`config.mk`:
```
export PLATFORM = sky130hd
export DESIGN_NAME = loadarch_sequencer
export DESIGN_NICKNAME = d
export VERILOG_FILES = /design/src/rtl/loadarch_pkg.sv /design/src/rtl/loadarch_entry_decode.sv /design/src/rtl/loadarch_sequencer.sv
export SDC_FILE = /design/constraint.sdc
export NUM_CORES = 1
export LEC_CHECK = 0
export CORE_MARGIN = 3
export CORE_UTILIZATION = 43
export DETAILED_ROUTE_END_ITERATION = 16
export PLACE_DENSITY_LB_ADDON = 0.2
export REMOVE_ABC_BUFFERS = 1
export SLEW_MARGIN = 20
export SYNTH_ARGS = -nofsm -noshare
export SYNTH_HDL_FRONTEND = slang
export SYNTH_HIERARCHICAL = 1
export SYNTH_SLANG_ARGS = --single-unit
export TNS_END_PERCENT = 1
```
`constraint.sdc`:
```
create_clock -name clock -period 9 [get_ports clock]
set_input_delay 1.8 -clock clock [delete_from_list [all_inputs] [get_ports clock]]
set_output_delay 1.8 -clock clock [all_outputs]
set_load 0.02 [all_outputs]
```
`src/rtl/loadarch_pkg.sv`:
```
// Shared definitions for the architectural-state load sequencer:
// write kinds, schedule boundaries and the CSR address table.
package loadarch_pkg;

  typedef enum logic [1:0] {
    KIND_CSR = 2'd0,
    KIND_FPR = 2'd1,
    KIND_XPR = 2'd2,
    KIND_PC  = 2'd3
  } wr_kind_e;

  typedef enum logic [2:0] {
    S_IDLE,
    S_REQ,
    S_WAIT,
    S_WR,
    S_HOLD,
    S_DONE
  } seq_state_e;

  localparam int ENTRY_W     = 7;
  localparam int NUM_CSR     = 24;
  localparam int NUM_ENTRIES = 88;
  // Schedule boundaries: CSRs [0,24), FPRs [24,56), XPR1..31 [56,87), PC 87.
  localparam int FPR_BASE    = 24;
  localparam int XPR_BASE    = 56;
  localparam int PC_ENTRY    = 87;

  // CSR address for schedule entry i (0..NUM_CSR-1), in load order.
  function automatic logic [11:0] csr_addr(input logic [4:0] i);
    logic [11:0] a;
    case (i)
      5'd0:    a = 12'h105; // stvec
      5'd1:    a = 12'h140; // sscratch
      5'd2:    a = 12'h141; // sepc
      5'd3:    a = 12'h142; // scause
      5'd4:    a = 12'h143; // stval
      5'd5:    a = 12'h180; // satp
      5'd6:    a = 12'h300; // mstatus
      5'd7:    a = 12'h302; // medeleg
      5'd8:    a = 12'h303; // mideleg
      5'd9:    a = 12'h304; // mie
      5'd10:   a = 12'h305; // mtvec
      5'd11:   a = 12'h340; // mscratch
      5'd12:   a = 12'h341; // mepc
      5'd13:   a = 12'h342; // mcause
      5'd14:   a = 12'h343; // mtval
      5'd15:   a = 12'h344; // mip
      5'd16:   a = 12'hB00; // mcycle
      5'd17:   a = 12'hB02; // minstret
      5'd18:   a = 12'h003; // fcsr
      5'd19:   a = 12'h008; // vstart
      5'd20:   a = 12'h009; // vxsat
      5'd21:   a = 12'h00A; // vxrm
      5'd22:   a = 12'h00F; // vcsr
      5'd23:   a = 12'hC21; // vtype
      default: a = 12'h000;
    endcase
    return a;
  endfunction

endpackage

```
`src/rtl/loadarch_entry_decode.sv`:
```
// Maps a schedule entry index to the kind and index of the core state it writes.
module loadarch_entry_decode
  import loadarch_pkg::*;
(
  input  logic [ENTRY_W-1:0] i_entry,
  output wr_kind_e           o_kind,
  output logic [11:0]        o_idx
);

  // Region lookup: CSR table, FPR number, XPR number (x1 first), or PC.
  always_comb begin
    o_kind = KIND_PC;
    o_idx  = 12'd0;
    if (i_entry < 7'(FPR_BASE)) begin
      o_kind = KIND_CSR;
      o_idx  = csr_addr(i_entry[4:0]);
    end else if (i_entry < 7'(XPR_BASE)) begin
      o_kind = KIND_FPR;
      o_idx  = 12'(i_entry - 7'(FPR_BASE));
    end else if (i_entry < 7'(PC_ENTRY)) begin
      o_kind = KIND_XPR;
      o_idx  = 12'(i_entry - 7'(XPR_BASE - 1));
    end
  end

endmodule

```
`src/rtl/loadarch_sequencer.sv`:
```
// Loads an architectural-state image into a held-in-reset core: reads each
// schedule entry from memory, writes it to the core, then releases the core
// after a fixed delay.
module loadarch_sequencer
  import loadarch_pkg::*;
#(
  parameter int RELEASE_DELAY = 4
) (
  input  logic                clock,
  input  logic                reset,
  input  logic                start,
  input  logic                fp_en,
  output logic                mem_req_valid,
  input  logic                mem_req_ready,
  output logic [ENTRY_W-1:0]  mem_req_addr,
  input  logic                mem_resp_valid,
  input  logic [63:0]         mem_resp_data,
  output logic                wr_valid,
  input  logic                wr_ready,
  output logic [1:0]          wr_kind,
  output logic [11:0]         wr_idx,
  output logic [63:0]         wr_data,
  output logic                core_reset_hold,
  output logic                busy,
  output logic                done
);

  seq_state_e         r_state;
  seq_state_e         w_state_nx;
  logic [ENTRY_W-1:0] r_entry;
  logic [ENTRY_W-1:0] w_entry_nx;
  logic               r_fp_en;
  logic [7:0]         r_hold_cnt;
  logic [63:0]        r_wr_data;
  logic               w_start_acc;
  logic               w_wr_acc;
  logic               w_last_entry;
  wr_kind_e           w_kind;
  logic [11:0]        w_idx;

  loadarch_entry_decode u_decode (
    .i_entry (r_entry),
    .o_kind  (w_kind),
    .o_idx   (w_idx)
  );

  assign w_start_acc  = start && ((r_state == S_IDLE) || (r_state == S_DONE));
  assign w_wr_acc     = (r_state == S_WR) && wr_ready;
  assign w_last_entry = (r_entry == 7'(PC_ENTRY));
  // Without FP state the FPR block is skipped straight to x1.
  assign w_entry_nx   = ((r_entry == 7'(NUM_CSR - 1)) && !r_fp_en) ? 7'(XPR_BASE)
                                                                   : r_entry + 7'd1;

  // Control state: FSM state, schedule pointer, FP mode and release counter.
  always_ff @(posedge clock) begin
    if (reset) begin
      r_state    <= S_IDLE;
      r_entry    <= '0;
      r_fp_en    <= 1'b0;
      r_hold_cnt <= '0;
    end else begin
      r_state <= w_state_nx;
      if (w_start_acc) begin
        r_entry <= '0;
        r_fp_en <= fp_en;
      end else if (w_wr_acc) begin
        if (w_last_entry) r_hold_cnt <= 8'(RELEASE_DELAY);
        else              r_entry    <= w_entry_nx;
      end else if ((r_state == S_HOLD) && (r_hold_cnt != 8'd0)) begin
        r_hold_cnt <= r_hold_cnt - 8'd1;
      end
    end
  end

  // Image word captured only while a read is outstanding; stale responses drop.
  always_ff @(posedge clock) begin
    if ((r_state == S_WAIT) && mem_resp_valid) r_wr_data <= mem_resp_data;
  end

  // Next-state and handshake/status outputs decoded from the current state.
  always_comb begin
    w_state_nx      = r_state;
    mem_req_valid   = 1'b0;
    wr_valid        = 1'b0;
    busy            = 1'b1;
    done            = 1'b0;
    core_reset_hold = 1'b1;
    case (r_state)
      S_IDLE: begin
        busy = 1'b0;
        if (start) w_state_nx = S_REQ;
      end
      S_REQ: begin
        mem_req_valid = 1'b1;
        if (mem_req_ready) w_state_nx = S_WAIT;
      end
      S_WAIT: begin
        if (mem_resp_valid) w_state_nx = S_WR;
      end
      S_WR: begin
        wr_valid = 1'b1;
        if (wr_ready) w_state_nx = w_last_entry ? S_HOLD : S_REQ;
      end
      S_HOLD: begin
        if (r_hold_cnt == 8'd0) w_state_nx = S_DONE;
      end
      S_DONE: begin
        busy            = 1'b0;
        done            = 1'b1;
        core_reset_hold = 1'b0;
        if (start) w_state_nx = S_REQ;
      end
      default: w_state_nx = S_IDLE;
    endcase
  end

  assign mem_req_addr = r_entry;
  assign wr_kind      = w_kind;
  assign wr_idx       = w_idx;
  assign wr_data      = r_wr_data;

endmodule
```
Word level (Yosys, flattened, before mapping). Memory sizes are Yosys's and may differ from the RTL's. A register that Yosys moved wholly into a read port is not among the register bits. Index checks and enable logic that the tools add are counted.

Flip-flop bits (word level): 83. Memory bits (read-only): 352. Logic and storage cells: 68. Output and inout port bits: 90. Memories: 1.

Reduce and logical (&&, ||, !) cells: 16. Eq/ne operators: 13. $add $sub $neg: 4. Magnitude comparators: 3. Muxes and demuxes: 24. Bitwise logic cells: 2.

Memories: (no name shown) (words 32, bits a word 11, read ports 1, clocked after Yosys merged registers in 1, write ports 0, line loadarch_pkg.sv:32) `case (i)`.

Operators by type and width (count): two-way mux 12 bit (3); two-way mux 8 bit (3); two-way mux 3 bit (6); case mux 3 bit (5 select lines) (1); two-way mux 5 bit (2); logical NOT 8 bit (1); nonzero test 8 bit (1); subtractor 7 x 5 -> 8 bit (second input constant) (1); subtractor 7 x 6 -> 8 bit (second input constant) (1); subtractor 8 x 1 -> 8 bit (second input constant) (1); adder 7 x 1 -> 7 bit (second input constant) (1); equality test 7 x 5 -> 1 bit (second input constant) (1); equality test 7 bit (second input constant) (1); < comparator 7 x 5 -> 1 bit (second input constant) (1); < comparator 7 x 6 -> 1 bit (second input constant) (1); < comparator 7 bit (second input constant) (1); two-way mux 7 bit (1); equality test 3 x 2 -> 1 bit (second input constant) (2); equality test 3 bit (second input constant) (2); two-way mux 1 bit (6); inequality test 2 x 1 -> 1 bit (second input constant) (3); inequality test 2 bit (second input constant) (3); logical AND 1 bit (5); AND reduction 5 bit (1); other kinds (10) (13).

Depth between registers and ports, before layout. Gate-level depths: netlist of the first run.

Depth in word-level cells: 5. Mapped depth: 6.

Hierarchy. Netlist of the first run, hierarchy kept.

By module, submodules not included: loadarch_sequencer (times used 1, area each 3064.2 um^2, cells an instance 197); loadarch_entry_decode (times used 1, area each 753.2 um^2, cells an instance 111).

Least setup slack after synthesis of the first run. No wires, ideal clock.

Kind: input to register. Start point: in mem_resp_valid. End point: reg r_wr_data[0], in the netlist wr_data[0], enable pin. Setup slack: 2225 ps. Data arrival time: 6210 ps. Cell stages on the path: 2. Path through: nand2b_1 -> nor3_1.

Cells in the longest elaborated chain, start to end: 1.

Ends and longest elaborated chain: start: declaration (line loadarch_sequencer.sv:16) `input logic mem_resp_valid,`; logical AND 1 bit (line loadarch_sequencer.sv:77) `if ((r_state == S_WAIT) && mem_resp_valid) r_wr_data <= mem_resp_data;`; end signal: assignment (line loadarch_sequencer.sv:77); end: declaration (line loadarch_sequencer.sv:34) `logic [63:0] r_wr_data;`.

No other way between the ends. A chain may end at the register's enable or synchronous reset.

Worst setup path in the final report of the first run.
Start point: reg r_entry[4], in the netlist mem_req_addr[4]. End point: out wr_idx[1].

Cells in the longest elaborated chain, start to end: 4.

Ends and longest elaborated chain: start: declaration (line loadarch_sequencer.sv:30) `logic [ENTRY_W-1:0] r_entry;`; start signal: assignment (line loadarch_sequencer.sv:68) `else r_entry <= w_entry_nx;`; < comparator 7 bit (line loadarch_entry_decode.sv:20) `end else if (i_entry < 7'(PC_ENTRY)) begin`; two-way mux 12 bit (line loadarch_entry_decode.sv:20); two-way mux 12 bit (line loadarch_entry_decode.sv:17) `end else if (i_entry < 7'(XPR_BASE)) begin`; two-way mux 12 bit * (line loadarch_entry_decode.sv:14) `if (i_entry < 7'(FPR_BASE)) begin`; end: declaration (line loadarch_sequencer.sv:21) `output logic [11:0] wr_idx,`.

Every way passes the cells marked *; elsewhere a longest branch is shown, timed or not.

==> flow_summary_export.csv, run 1 <==
group,metric,value,unit
finish,fillCellCount,661,
global_routing,grt_antenna_before_repair,0,
sta,report.final.slew_viol_count,0,
critical_path,reg2reg_to,"r_hold_cnt[5]",
placed_design,place_inst,562,
routing,routedWlPerCell,17.57,um
placed_design,io_buffers,160,
finish,drive_gt1_share,6.765,%
synthesis,yosys.area.top_type_share,50.34,%
sta,rsz0062_at_grt,"false",
clocking,ctsRootBufferMaster,"clkbuf_8",
placed_design,hpwl,7.723,mm
routing,post_drt_via_cell_ratio,5.196,
critical_path,criticalPathCategory,"flop to primary output",
sta,relSlewSlack,36.75,%
synthesis,yosysMostFrequentCell,"edfxtp_1",
routing,vias,3003,
routing,drc,0,
critical_path,end_kind,"primary output",
synthesis,avgSynthCellArea,12.39,um2
critical_path,path_cells,"ha_1, and2_1, a21oi_1, a2bb2oi_1, a211oi_1, clkdlybuf4s50_1",
outcome,status,"finished, final reports clean",
finish,layout.nets,553,
clocking,htree_levels,3,
finish,final_util,67.35,%
synthesis,synth_top_cell_by_area,"edfxtp_1",
clocking,cts_sinks,83,
global_routing,track_usage,19.63,%
clocking,cts_buffers,9,
min_path,hold_end,"r_hold_cnt[0]",
clocking,cts_resized,0,
min_path,hp-class,"flop to flop",
synthesis,ys_types,61,
clocking,worst_skew_pair.late_latency,0.34,ns
sta,max_clock_freq,205.9,MHz
critical_path,worstPathMaxFanout,30,
synthesis,synth.area.top_cells,"edfxtp_1 (50%), dfxtp_1 (10%), ha_1 (4.6%)",
synthesis,syn-instance-count,308,
routing,wirelength,10.16,mm
routing,antenna_left,0,
power,leakage,0.002028,uW
floorplanning,coreArea,0.008423,mm2
floorplanning,dieArea,0.01004,mm2
synthesis,async_flop_share,0,%
synthesis,synth_seq_cells,83,
power,cellInternalPower,604.8,uW
power,p_total,787.1,uW
sta,setup_viol_count_final,0,
critical_path,slowest_delay,0.95,ns
synthesis,ys.flop_type,"edfxtp_1",
power,power_density,138.7,mW/mm2
sta,fin_crit_sh,53.97,%
global_routing,grt_overflow,0,
global_routing,grt_pass1_vias,2865,
power,switchingPower,182.3,uW
min_path,hold_path.startpoint,"r_hold_cnt[0]",
clocking,postCtsHoldBufs,0,
routing,first_pass_iters,6,
global_routing,grt_pass1_wl,15.15,mm
critical_path,rrSetupSlack,6.79,ns
critical_path,cp.required,7.20,ns
floorplanning,io_pins,161,
critical_path,critPathSlowestCell,"dfxtp_1",
placed_design,routabilityCongestion,0.9092,
clocking,clockBufferDepth,2,
finish,syn_to_final_growth,48.61,%
synthesis,synthTopCellsByCount,"edfxtp_1 (64), nor2_1 (27), a21oi_1 (21)",
sta,skew,0.01271,ns
floorplanning,die_h,100.2,um
clocking,cts_setup_buffers,0,
critical_path,rr_startpoint,"mem_req_addr[4]",
clocking,cts_tree,"done",
sta,worst_pin_slew,0.9475,ns
synthesis,yosysSeqAreaShare,60.31,%
critical_path,worstPathArrival,3.06,ns
min_path,min_path_cells,2,
global_routing,grt_max_degree,65,
synthesis,ys_warn_count,6,
critical_path,reg2reg_depth,4,
synthesis,synth_edf_count,64,
power,pwr-share-seq,54.8,%
floorplanning,initial_utilization,45.32,%
sta,hold_viol_final,0,
critical_path,crit_path_start_kind,"flop",
sta,min_period,4.857,ns
sta,setup_tns,0,ns
floorplanning,rows,33,
finish,finalNonFillerCells,578,
power,peakVddDrop,0.08571,mV
routing,drtIter0Drc,179,
power,combPwrFrac,10.6,%
flow_run,max_cap_violations,0,
synthesis,netlist_area,0.003817,mm2
floorplanning,die_x,100.2,um
finish,antennaDiodeCount,0,
power,p_clk_share,34.6,%
power,swShare,23.16,%
clocking,clkSlewWorstSetupHoldPaths,0.09,ns
sta,hold_ws,0.5217,ns
[worst max path at each step]
stage | startpoint | endpoint | slack, ns
3_3_place_gp | mem_req_addr[4] | wr_idx[1] | 4.59
5_1_grt | mem_req_addr[4] | wr_idx[1] | 3.88
2_1_floorplan | mem_resp_valid | wr_data[0] | 2.22
4_1_cts | mem_req_addr[4] | wr_idx[1] | 4.13
3_5_place_dp | mem_req_addr[4] | wr_idx[1] | 4.51
6_report | mem_req_addr[4] | wr_idx[1] | 4.14
[sequential cells by signal, indices dropped and copies added, names as in the netlist]
signal / cells
mem_req_addr: 7
r_state: 3
r_hold_cnt: 8
r_fp_en: 1
wr_data: 64
[critical path, delay by kind of cell, from the launching register on]
family                   cells  cell delay, ns
flip-flops                   1            0.95
adder cells (fa/ha/maj)      1            0.41
AND/OR/NAND/NOR              1            0.27
buffers and inverters        1            0.64
AO/OA/AOI/OAI                3            0.46
[power groups by stage]
stage	Combinational (uW)	Clock (uW)	Sequential, uW
final	83.5	273	431
after global routing	88.9	299	432
after floorplan	19.1	0	450
after detailed placement	83.8	0	440
after CTS	84.4	279	431
after global placement	81.8	0	439
[kinds of logic after synthesis]
kind of cell	after synthesis	share of synthesized area (%)
AO/OA/AOI/OAI	63	11.54
adder cells (fa/ha/maj)	14	4.589
AND/OR/NAND/NOR	106	15.70
multiplexers	6	1.606
XOR/XNOR	11	2.524
flip-flops	83	60.31
buffers and inverters	25	3.736
[layer usage]
metal | routed length (um) | vias to the layer above | share of wire [%] | track usage, %
li1 | - | 1456 | - | -
met1 | 4267 | 1392 | 42 | 24.06
met2 | 4982 | 143 | 49 | 33.64
met3 | 778 | 12 | 7.7 | 5.073
met4 | 128 | 0 | 1.3 | 6.632
met5 | 0 | - | 0 | 0
[per-stage QoR]
step	setup slack (ns)	cell area [um2]
4_1_cts	4.131	5673
5_1_grt	3.879	5673
3_5_place_dp	4.507	5469
2_1_floorplan	2.224	3724
6_report	4.143	5673
3_3_place_gp	4.595	5469
[layout by cell type, fill, tap and decap left out, drive strengths merged, types with 2 or more instances in the layout]
cell,count
nor3,6
or3,2
nor3b,4
clkdlybuf4s50,160
nand2,20
clkbuf,9
nor4,2
a22oi,3
a31oi,4
o211ai,2
nand4,6
nand3b,2
and3,5
dfxtp,19
mux2i,5
a2bb2oi,2
a211oi,7
nor2,28
inv,17
nor2b,6
edfxtp,64
ha,14
nand3,8
xor2,7
o2bb2ai,2
o21ai,8
a21oi,22
nand2b,8
o21ba,2
xnor2,4
and2,3
[area by class of cell]
class | instances | area [um2] | area share, %
clock buffer | 9 | 123.9 | 2.184
clock inverter | 7 | 80.08 | 1.412
inverter | 13 | 48.80 | 0.8602
multi-input combinational | 200 | 1378 | 24.28
sequential | 83 | 2302 | 40.58
tap | 105 | 131.4 | 2.316
timing repair buffer | 161 | 1609 | 28.36
Note: power is estimated with default switching activity, not from simulation.
==> inputs of run 2 (changes only) <==
==> constraint.sdc (replaced) <==
create_clock -name clock -period 4.96 [get_ports clock]
set_input_delay 0.992 -clock clock [delete_from_list [all_inputs] [get_ports clock]]
set_output_delay 0.992 -clock clock [all_outputs]
set_load 0.02 [all_outputs]
==> run 2 against run 1 <==
  * Core utilization up 0.089 points
  * Sequential power up 81%
  * Power up 83%
  * Worst setup slack worse by 3.2 ns
  * Register-to-register slack worse by 3.9 ns
==> flow_summary_export.csv, run 2 (synthesis results as in run 1) <==
group,metric,value,unit
clocking,cts_resized,0,
critical_path,worstPathMaxFanout,25,
critical_path,criticalPathCategory,"flop to primary output",
power,combPwrFrac,10.6,%
critical_path,worstPathArrival,3.00,ns
sta,hold_viol_final,0,
sta,min_period,3.990,ns
flow_run,max_cap_violations,0,
finish,fillCellCount,638,
sta,relSlewSlack,44.35,%
clocking,htree_levels,3,
finish,final_cell_area,0.005680,mm2
routing,first_pass_iters,4,
clocking,clockBufferDepth,2,
global_routing,grt_pass1_vias,2932,
routing,routedWlPerCell,17.97,um
routing,post_drt_via_cell_ratio,5.271,
clocking,worst_skew_pair.late_latency,0.35,ns
sta,hold_ws,0.5234,ns
global_routing,grt_pass1_wl,15.64,mm
sta,fin_crit_sh,80.45,%
clocking,cts_setup_buffers,0,
routing,drc,0,
outcome,status,"finished, final reports clean",
sta,worst_pin_slew,0.8336,ns
finish,syn_to_final_growth,48.80,%
critical_path,end_kind,"primary output",
critical_path,cp.required,3.97,ns
floorplanning,coreArea,0.008423,mm2
global_routing,track_usage,20.21,%
sta,setup_viol_count_final,0,
clocking,cts_tree,"done",
finish,final_cell_mix,"clkdlybuf4s50_1 (160), edfxtp_1 (64), nor2_1 (27), a21oi_1 (21), nand2_1 (20)",
global_routing,grt_overflow,0,
floorplanning,rows,33,
sta,max_clock_freq,250.6,MHz
finish,layout.nets,554,
floorplanning,die_x,100.2,um
clocking,ctsRootBufferMaster,"clkbuf_8",
power,switchingPower,339.5,uW
power,swShare,23.62,%
clocking,cts_sinks,83,
finish,final_common_cell,"clkdlybuf4s50_1",
routing,wirelength,10.41,mm
critical_path,crit_path_start_kind,"flop",
finish,drive_gt1_share,6.962,%
routing,vias,3052,
finish,largest_reg_flops,64,
power,cellInternalPower,1097,uW
sta,rsz0062_at_grt,"false",
power,power_density,253.0,mW/mm2
power,pwr-share-seq,54.4,%
finish,antennaDiodeCount,0,
power,p_clk_share,35.0,%
power,peakVddDrop,0.1264,mV
routing,antenna_left,0,
floorplanning,io_pins,161,
power,leakage,0.002034,uW
clocking,cts_buffers,9,
clocking,clkSlewWorstSetupHoldPaths,0.09,ns
global_routing,grt_max_degree,65,
global_routing,grt_antenna_before_repair,0,
floorplanning,initial_utilization,45.32,%
clocking,postCtsHoldBufs,0,
routing,drtIter0Drc,177,
floorplanning,dieArea,0.01004,mm2
placed_design,routabilityCongestion,0.9129,
min_path,hp-class,"flop to flop",
floorplanning,die_h,100.2,um
placed_design,place_area,0.005477,mm2
placed_design,hpwl,7.837,mm
placed_design,io_buffers,160,
sta,skew,0.01019,ns
sta,report.final.slew_viol_count,0,
[run 2: stage by stage]
stage	total power [uW]	TNS [ns]	std cells	utilization [%]	setup WS, ns
finish	1437	0	579	67.44	0.9697
floorplan	851.4	-64.48	296	-	-1.008
CTS	1452	0	579	67.44	0.9562
global route	1493	0	579	67.44	0.7591
detailed placement	950.3	0	563	65.02	1.349
global placement	945.9	0	563	65.02	1.440
[run 2: area by class of cell]
class	instances	area, um2	share of cell area [%]
tap	105	131.4	2.313
sequential	83	2302	40.53
timing repair buffer	162	1617	28.46
multi-input combinational	200	1378	24.25
clock inverter	7	80.08	1.410
inverter	13	48.80	0.8590
clock buffer	9	123.9	2.181
[run 2: per-layer routing]
layer  GRT usage [%]  share of wire, %  wire [um]  vias up
met5               0                 0          0        -
met3           5.073               8.3        860       15
met4           6.839               1.5        161        0
met2           33.74                49       5060      133
met1           25.65                42       4323     1438
li1                -                 -          -     1466
[run 2: worst paths after layout]
kind / endpoint / from / slack (ns) / depth (start not counted)
setup / recovery: wr_idx[1] / mem_req_addr[3] / 0.97 / 6
hold reg to reg: r_hold_cnt[0] / r_hold_cnt[0] / 0.52 / 2
hold / removal: r_hold_cnt[0] / r_hold_cnt[0] / 0.52 / 2
setup reg to reg: wr_data[19] / r_state[1] / 2.93 / 3
[run 2: critical path, stage by stage, from the launching register on]
cell and delay, ns:
dfxtp_1 0.87, ha_1 0.38, and2_1 0.26, a21oi_1 0.10, a2bb2oi_1 0.13, a211oi_1 0.25
clkdlybuf4s50_1 0.65
[run 2: power by group through the flow]
stage	clock (uW)	sequential (uW)	combinational, uW
global placement	0	797	149
global route	547	784	161
finish	503	782	152
detailed placement	0	798	152
floorplan	0	817	34.7
CTS	517	782	153
